<file path="src/rtl/meas_vote.sv">
// meas_vote: PUF measurement front-end with per-cell majority voting.
//
// After each release of the measurement reset (I_meas_rst falling), the
// block waits SETTLE_CYCLES cycles for the cells to settle. It then samples
// the synchronised cell outputs 2^SAMPLE_BITS times and counts the ones seen
// for each cell. The response bit for a cell is 1 only when its ones-count
// is strictly greater than half the sample count, so a tie votes 0. The
// voted word is offered downstream on a valid/ready handshake.
//
// Ports:
//   I_clk       single clock
//   I_rst       synchronous active-high reset, highest priority
//   I_meas_rst  measurement reset from the controller (already synchronous);
//               high holds the cells in reset
//   I_cells     raw, asynchronous PUF cell outputs
//   I_ready     downstream accepts the word
//   O_data      voted response word
//   O_valid     O_data is valid
//   O_busy      high while settling or sampling
//   O_abort     one-cycle pulse: measurement discarded
//   O_drop      one-cycle pulse: a release arrived in HOLD and was ignored
//
// Handshake: O_valid rises with O_data already stable. O_valid and O_data
// hold unchanged until an edge where O_valid and I_ready are both high.
// That edge completes the transfer, and O_valid is low after it.
module meas_vote #(
    parameter int CELL_BITS     = 8,
    parameter int SAMPLE_BITS   = 4,
    parameter int SETTLE_CYCLES = 16
) (
    input  logic                 I_clk,
    input  logic                 I_rst,
    input  logic                 I_meas_rst,
    input  logic [CELL_BITS-1:0] I_cells,
    input  logic                 I_ready,
    output logic [CELL_BITS-1:0] O_data,
    output logic                 O_valid,
    output logic                 O_busy,
    output logic                 O_abort,
    output logic                 O_drop
);

    localparam int CNT_W       = SAMPLE_BITS + 1;
    localparam int NUM_SAMPLES = 1 << SAMPLE_BITS;

    localparam logic [CNT_W-1:0] LAST_SAMPLE = CNT_W'(NUM_SAMPLES - 1);
    localparam logic [CNT_W-1:0] HALF        = CNT_W'(NUM_SAMPLES / 2);
    localparam logic [15:0]      LAST_SETTLE = 16'(SETTLE_CYCLES - 1);

    typedef enum logic [1:0] {
        ST_IDLE,
        ST_SETTLE,
        ST_SAMPLE,
        ST_HOLD
    } state_t;

    state_t               state;
    logic [CELL_BITS-1:0] sync_meta;
    logic [CELL_BITS-1:0] sync_cells;
    logic                 prev;
    logic                 rel;
    logic [15:0]          settle_cnt;
    logic [CNT_W-1:0]     sample_cnt;
    logic [CNT_W-1:0]     ones [CELL_BITS];
    logic [CELL_BITS-1:0] vote;

    // A release is a 1->0 step of the measurement reset. prev clears to 0,
    // so a low I_meas_rst coming out of I_rst is not a release.
    assign rel = prev & ~I_meas_rst;

    assign O_busy = (state == ST_SETTLE) || (state == ST_SAMPLE);

    // Strict majority: a tie (exactly half ones) votes 0.
    always_comb begin
        vote = '0;
        for (int i = 0; i < CELL_BITS; i++) begin
            vote[i] = (ones[i] > HALF);
        end
    end

    always_ff @(posedge I_clk) begin
        if (I_rst) begin
            state      <= ST_IDLE;
            sync_meta  <= '0;
            sync_cells <= '0;
            prev       <= 1'b0;
            settle_cnt <= '0;
            sample_cnt <= '0;
            for (int i = 0; i < CELL_BITS; i++) begin
                ones[i] <= '0;
            end
            O_data  <= '0;
            O_valid <= 1'b0;
            O_abort <= 1'b0;
            O_drop  <= 1'b0;
        end else begin
            sync_meta  <= I_cells;
            sync_cells <= sync_meta;
            prev       <= I_meas_rst;
            O_abort    <= 1'b0;
            O_drop     <= 1'b0;

            if (O_busy && I_meas_rst) begin
                // The cells were put back into reset mid-measurement. The
                // partial result is discarded, and O_data keeps the last word.
                O_abort    <= 1'b1;
                state      <= ST_IDLE;
                settle_cnt <= '0;
                sample_cnt <= '0;
                for (int i = 0; i < CELL_BITS; i++) begin
                    ones[i] <= '0;
                end
            end else begin
                case (state)
                    ST_IDLE: begin
                        if (rel) begin
                            state      <= ST_SETTLE;
                            settle_cnt <= '0;
                            sample_cnt <= '0;
                            for (int i = 0; i < CELL_BITS; i++) begin
                                ones[i] <= '0;
                            end
                        end
                    end
                    ST_SETTLE: begin
                        settle_cnt <= settle_cnt + 16'd1;
                        if (settle_cnt == LAST_SETTLE) begin
                            state <= ST_SAMPLE;
                        end
                    end
                    ST_SAMPLE: begin
                        for (int i = 0; i < CELL_BITS; i++) begin
                            ones[i] <= ones[i] + CNT_W'(sync_cells[i]);
                        end
                        sample_cnt <= sample_cnt + CNT_W'(1);
                        if (sample_cnt == LAST_SAMPLE) begin
                            state <= ST_HOLD;
                        end
                    end
                    ST_HOLD: begin
                        // Releases are never queued behind a pending word,
                        // including one that lands on the transfer edge.
                        if (rel) begin
                            O_drop <= 1'b1;
                        end
                        // The first HOLD cycle registers the vote from the
                        // completed ones-counters. Later cycles wait for the
                        // handshake.
                        if (!O_valid) begin
                            O_data  <= vote;
                            O_valid <= 1'b1;
                        end else if (I_ready) begin
                            O_valid <= 1'b0;
                            state   <= ST_IDLE;
                        end
                    end
                    default: state <= ST_IDLE;
                endcase
            end
        end
    end

endmodule

</file>
<file path="config.mk">
export PLATFORM = sky130hd
export DESIGN_NAME = meas_vote
export DESIGN_NICKNAME = d
export VERILOG_FILES = /design/src/rtl/meas_vote.sv
export SDC_FILE = /design/constraint.sdc
export NUM_CORES = 1
export LEC_CHECK = 0
export CELL_PAD_IN_SITES_DETAIL_PLACEMENT = 0
export CELL_PAD_IN_SITES_GLOBAL_PLACEMENT = 1
export CORE_ASPECT_RATIO = 1.4
export CORE_MARGIN = 3
export CORE_UTILIZATION = 25
export CTS_BUF_LIST = sky130_fd_sc_hd__clkbuf_4 sky130_fd_sc_hd__clkbuf_8
export CTS_CLUSTER_SIZE = 40
export DETAILED_ROUTE_END_ITERATION = 10
export PLACE_DENSITY_LB_ADDON = 0.1
export SLEW_MARGIN = 25
export SYNTH_ARGS = -nofsm -noshare
export SYNTH_HDL_FRONTEND = slang
export SYNTH_SLANG_ARGS = --single-unit
</file>
<file path="constraint.sdc">
create_clock -name I_clk -period 3.65 [get_ports I_clk]
set_clock_uncertainty 0.05 [all_clocks]
set_input_delay 1.095 -clock I_clk [delete_from_list [all_inputs] [get_ports I_clk]]
set_output_delay 1.095 -clock I_clk [all_outputs]
set_load 0.01 [all_outputs]
</file>
==> flow_metrics.py, run 1 <==
metrics = {
    "run_status": {
        "outcome": "complete, no violations",
    },
    "synthesis": {
        "synthesis.nets": 430,
        "synth.avg_cell_area_um2": 10.6,
        "netlist_area_mm2": 0.00419,
        "yosys_warnings": 0,
        "async_flop_share": 0,
        "ys_types": 49,
        "synth_edf_count": 35,
        "ys_ff_latch": 91,
        "synth_seq_area_share": 0.519,
        "syn-instance-count": 393,
        "synthFlopType": "dfxtp_1",
    },
    "detailed_routing": {
        "drtPass1Iterations": 4,
        "ant_nets": 0,
        "num_vias": 2884,
        "route.final.wire_length_um": 9230,
        "drtIter0Drc": 86,
        "via_per_inst": 4.64,
        "route.detailed.drc": 0,
        "post_drt_wl_per_cell_um": 14.8,
    },
    "sta": {
        "tightest_slew_ps": 609,
        "hold_viol_final": 0,
        "finalSetupViolCount": 0,
        "rsz0062_at_grt": "no",
        "slew_violations": 0,
        "setup_tns_ps": 0,
        "slew_headroom": 0.594,
        "max_clock_freq_mhz": 328,
        "post-route-period-util": 0.834,
        "period_minus_slack_ps": 3040,
        "worst_hold_slack_ps": 394,
    },
    "die": {
        "rows": 55,
        "die_area_mm2": 0.0184,
        "start_util": 0.257,
        "fp.dieH_um": 159,
        "die_w_um": 115,
        "io-pin-count": 24,
        "core_area_mm2": 0.0163,
    },
    "clocking": {
        "clock_path_buffers": 2,
        "htreeDepth": 3,
        "cts_sinks": 91,
        "cts_root_buffer": "clkbuf_8",
        "cts_buffers": 9,
        "cts_setup_buffers": 0,
        "insertion_delay_ps": 370,
        "tritoncts": "built",
        "cts.repair.resized": 0,
        "path_clk_slew_ps": 80,
        "hold_buffers": 0,
    },
    "place": {
        "postPlaceCellArea_mm2": 0.00464,
        "hpwl_um": 6370,
        "portBuffers": 23,
        "place.gp.congestion": 0.731,
    },
    "finish": {
        "stdcell_area_mm2": 0.00483,
        "nets": 455,
        "fill_cells": 1711,
        "n_antenna_cell": 0,
        "syn_to_final_growth_pct": 15.5,
        "final_layout_size_suffix_gt1_frac": 0.0709,
    },
    "grt": {
        "global_route.usage.total": 0.108,
        "use_met1": 0.129,
        "grt_pass1_wl_um": 15400,
        "gr-usage-met2": 0.182,
        "grt-ovfl-total": 0,
        "grt_max_degree": 29,
        "grt.busiest_layer": "met2",
        "antenna_found_initial": 0,
        "first_global_vias": 2990,
        "met3_usage": 0.0205,
    },
    "pwr": {
        "ir_drop_uv": 213,
        "p_leak_nw": 1.76,
        "power.density_mw_per_mm2": 498,
    },
    "critical_path": {
        "startpoint_type": "flip-flop",
        "cp.arrival_ps": 1900,
        "end_kind": "output pin",
        "startpoint": "state[0]",
        "critPathMaxFanout": 6,
        "cp_data_required_time_ps": 2500,
        "r2r_start": "state[0]",
        "critPathKind": "flip-flop to output pin",
    },
    "worst_hold_path": {
        "holdCritPathClass": "flip-flop to flip-flop",
        "hold_start": "sync_meta[6]",
    },
    "flow_run": {
        "cap_violations": 0,
    },
}
[state kept, by name, summed over array words and instances (netlist names)]
name / cells
state: 2
sync_meta: 8
O_drop: 1
settle_cnt: 16
ones: 40
O_abort: 1
O_data: 8
sync_cells: 8
prev: 1
O_valid: 1
sample_cnt: 5
[per-layer routing]
metal / share of wire / vias up
li1: - / 1453
met1: 0.46 / 1375
met2: 0.49 / 42
met3: 0.024 / 14
met4: 0.026 / 0
met5: 0 / -
[layout by cell type, fill, tap and decap left out, types with 4 or more instances in the layout]
master and n:
nand3_1 23, o31a_1 8, ha_1 25, xnor2_1 16, or3_1 5, o21ai_0 6
buf_4 6, nor2b_1 19, and3_1 16, dfxtp_1 56, clkdlybuf4s50_1 23, edfxtp_1 35
xor2_1 16, nand4_1 4, inv_1 11, a21oi_1 13, a211oi_1 6, nor2_1 48
clkbuf_4 4, clkbuf_8 9, nand2_1 14, nor3_1 17
[cells by family (layout without fill, tap and decap cells)]
family,count (synthesis),after routing,share of synthesized area
buf+inv,26,56,0.0260
mux,3,3,0.00747
fa+ha+maj,25,25,0.0747
xor+xnor,32,32,0.0670
flops,91,91,0.519
simple gates,166,166,0.211
compound gates,50,50,0.0948
[power by group]
group	switching (mW)	internal, mW
clock	0.352	0.345
combinational	0.271	0.168
sequential	0.0860	1.18
total	0.710	1.70
[stage by stage]
step | worst slack (ps) | cells | util | power (mW)
floorplan | 1220 | 393 | - | 1.57
global placement | 521 | 606 | 0.285 | 1.75
detailed placement | 499 | 606 | 0.285 | 1.75
CTS | 558 | 622 | 0.296 | 2.47
global route | 481 | 622 | 0.296 | 2.57
finish | 605 | 622 | 0.296 | 2.41
[critical path, cell delays in order (launching register included)]
cell and delay [ps]:
dfxtp_1 430, inv_1 110, ha_1 420, clkdlybuf4s50_1 580
[Yosys cell counts (2+ instances only)]
cell / n / area [µm²]
dfxtp_1: 56 / 1120
nor2_1: 48 / 180
edfxtp_1: 35 / 1050
ha_1: 25 / 313
nand3_1: 23 / 115
nor2b_1: 19 / 119
nor3_1: 17 / 85.1
and3_1: 16 / 100
xnor2_1: 16 / 140
xor2_1: 16 / 140
nand2_1: 14 / 52.6
a21oi_1: 13 / 65.1
inv_1: 11 / 41.3
clkbuf_1: 10 / 37.5
o31a_1: 8 / 70.1
a211oi_1: 6 / 45.0
o21ai_0: 6 / 30.0
or3_1: 5 / 31.3
nand4_1: 4 / 25.0
a2111oi_2: 3 / 45.0
buf_2: 3 / 15.0
nand2b_1: 3 / 18.8
nand3b_1: 3 / 22.5
nor3b_1: 3 / 22.5
a21o_1: 2 / 15.0
a32o_1: 2 / 20.0
and2_1: 2 / 12.5
mux2i_1: 2 / 20.0
o21a_1: 2 / 15.0
[area by class of cell]
class                   instances  area [µm²]  share of cell area
flip-flops and latches         91        2170               0.449
well taps                     199         249              0.0515
clock inverters                 3        38.8             0.00802
multi-input cells             276        1900               0.394
repair buffers                 29         275              0.0569
clock buffers                  13         154              0.0318
inverters                      11        41.3             0.00854
[worst paths after layout]
| path | to | slack (ps) | depth (start not counted) |
|---|---|---|---|
| max | O_busy | 610 | 3 |
| min | sync_cells[6] | 390 | 1 |
| max reg2reg | ones[0][7] | 1290 | 6 |
| min reg2reg | sync_cells[6] | 390 | 1 |
Power figures use the tool's default switching activity.
==> inputs of run 2 (changes only) <==
- clock period: 3.65 -> 2.5 ns (I/O delays scaled with it)
==> run 2 against run 1 <==
Net effect:
- via count is the same
- design area grew 3.2%
- utilization grew 0.95 points
- sequential cell count is the same
- first-iteration DRC count rose by 5.8%
- sequential power increased by 46%
- worst setup slack got worse by 350 ps
==> flow_metrics.py, run 2 (synthesized netlist as in run 1, its figures left out) <==
metrics = {
    "detailed_routing": {
        "drtPass1Iterations": 4,
        "route.detailed.drc": 0,
        "post_drt_wl_per_cell_um": 14.4,
        "route.final.wire_length_um": 9260,
        "num_vias": 2884,
        "via_per_inst": 4.50,
        "ant_nets": 0,
        "drtIter0Drc": 91,
    },
    "sta": {
        "tightest_slew_ps": 468,
        "slew_headroom": 0.688,
        "finalSetupViolCount": 0,
        "post-route-period-util": 0.898,
        "rsz0062_at_grt": "no",
        "hold_viol_final": 0,
        "setup_ws_ps": 255,
        "slew_violations": 0,
        "period_minus_slack_ps": 2250,
        "worst_hold_slack_ps": 388,
        "max_clock_freq_mhz": 445,
    },
    "clocking": {
        "cts_root_buffer": "clkbuf_8",
        "hold_buffers": 0,
        "path_clk_slew_ps": 90,
        "tritoncts": "built",
        "cts_sinks": 91,
        "insertion_delay_ps": 370,
        "htreeDepth": 3,
        "cts_buffers": 9,
        "clock_path_buffers": 2,
    },
    "finish": {
        "top_register": "ones",
        "n_antenna_cell": 0,
        "largest_reg_flops": 40,
        "final_common_cell": "dfxtp_1",
        "nets": 474,
        "top_regs": "ones: 40 flops, settle_cnt: 16 flops",
        "syn_to_final_growth_pct": 19.2,
        "stdcell_count": 641,
        "layout_common_cells": "dfxtp_1 (55), nor2_1 (48), edfxtp_1 (35)",
        "final_layout_size_suffix_gt1_frac": 0.115,
        "fill_cells": 1694,
    },
    "die": {
        "io-pin-count": 24,
        "start_util": 0.257,
        "core_area_mm2": 0.0163,
        "fp.dieH_um": 159,
        "die_area_mm2": 0.0184,
        "rows": 55,
        "die_w_um": 115,
    },
    "run_status": {
        "outcome": "complete, no violations",
    },
    "grt": {
        "antenna_found_initial": 0,
        "grt_pass1_wl_um": 15600,
        "grt.busiest_layer": "met2",
        "first_global_vias": 2975,
        "global_route.usage.total": 0.110,
        "gr-usage-met2": 0.184,
        "grt_max_degree": 22,
        "use_met1": 0.133,
        "grt-ovfl-total": 0,
        "met3_usage": 0.0190,
    },
    "pwr": {
        "total_power_mw": 3.55,
        "ir_drop_uv": 243,
        "p_leak_nw": 1.86,
        "power.density_mw_per_mm2": 711,
    },
    "critical_path": {
        "startpoint_type": "flip-flop",
        "cp_data_required_time_ps": 1700,
        "cp.arrival_ps": 1450,
        "critPathMaxFanout": 5,
        "end_kind": "output pin",
        "startpoint": "state[1]",
        "r2r_start": "state[1]",
        "critPathKind": "flip-flop to output pin",
    },
    "place": {
        "hpwl_um": 6670,
        "dp_cells": 625,
        "place.gp.congestion": 0.717,
        "portBuffers": 23,
        "post-place-ws_ps": -0.815,
    },
    "worst_hold_path": {
        "holdCritPathClass": "flip-flop to flip-flop",
        "hold_start": "sync_meta[7]",
    },
    "flow_run": {
        "cap_violations": 0,
    },
}
-- run 2: worst paths after layout --
| path | slack [ps] | to | depth (start not counted) |
|---|---|---|---|
| setup / recovery | 250 | O_busy | 3 |
| hold / removal | 390 | sync_cells[7] | 1 |
| setup reg to reg | 330 | settle_cnt[12] | 6 |
| hold reg to reg | 390 | sync_cells[7] | 1 |
-- run 2: cell type report --
type                       instances  area [µm²]  area share
sequential                        91        2170       0.436
multi-input combinational        276        1900       0.382
timing repair buffer              48         442      0.0885
tap                              199         249      0.0499
clock buffer                      14         168      0.0336
inverter                          11        41.3     0.00827
clock inverter                     2        12.5     0.00251
-- run 2: worst max-delay path, stage by stage (launching register included) --
cell	delay, ps
dfxtp_2	380
inv_1	80
ha_1	320
dlygate4sd2_1	300
-- run 2: per-layer routing --
metal	vias to the layer above	wire, µm	share of wire
li1	1487	-	-
met1	1357	4130	0.45
met2	29	4740	0.51
met3	11	210	0.023
met4	0	180	0.019
met5	-	0	0
-- run 2: timing repair --
action                                  in CTS  in global routing
endpoints found under the setup margin       1                  0
resized for setup                            2                  0
setup buffers                                0                  0
-- run 2: where the power goes --
part           switching (mW)  internal [mW]  total [mW]
clock                   0.524          0.433       0.958
combinational           0.419          0.323       0.743
sequential              0.119           1.73        1.85
total                    1.06           2.49        3.55
-- run 2: stage by stage --
stage               TNS (ps)  utilization  instance area (µm²)
floorplan                  0            -                 4190
global placement           0        0.295                 4810
detailed placement    -0.815        0.295                 4810
CTS                        0        0.306                 4990
global route               0        0.306                 4990
finish                     0        0.306                 4990
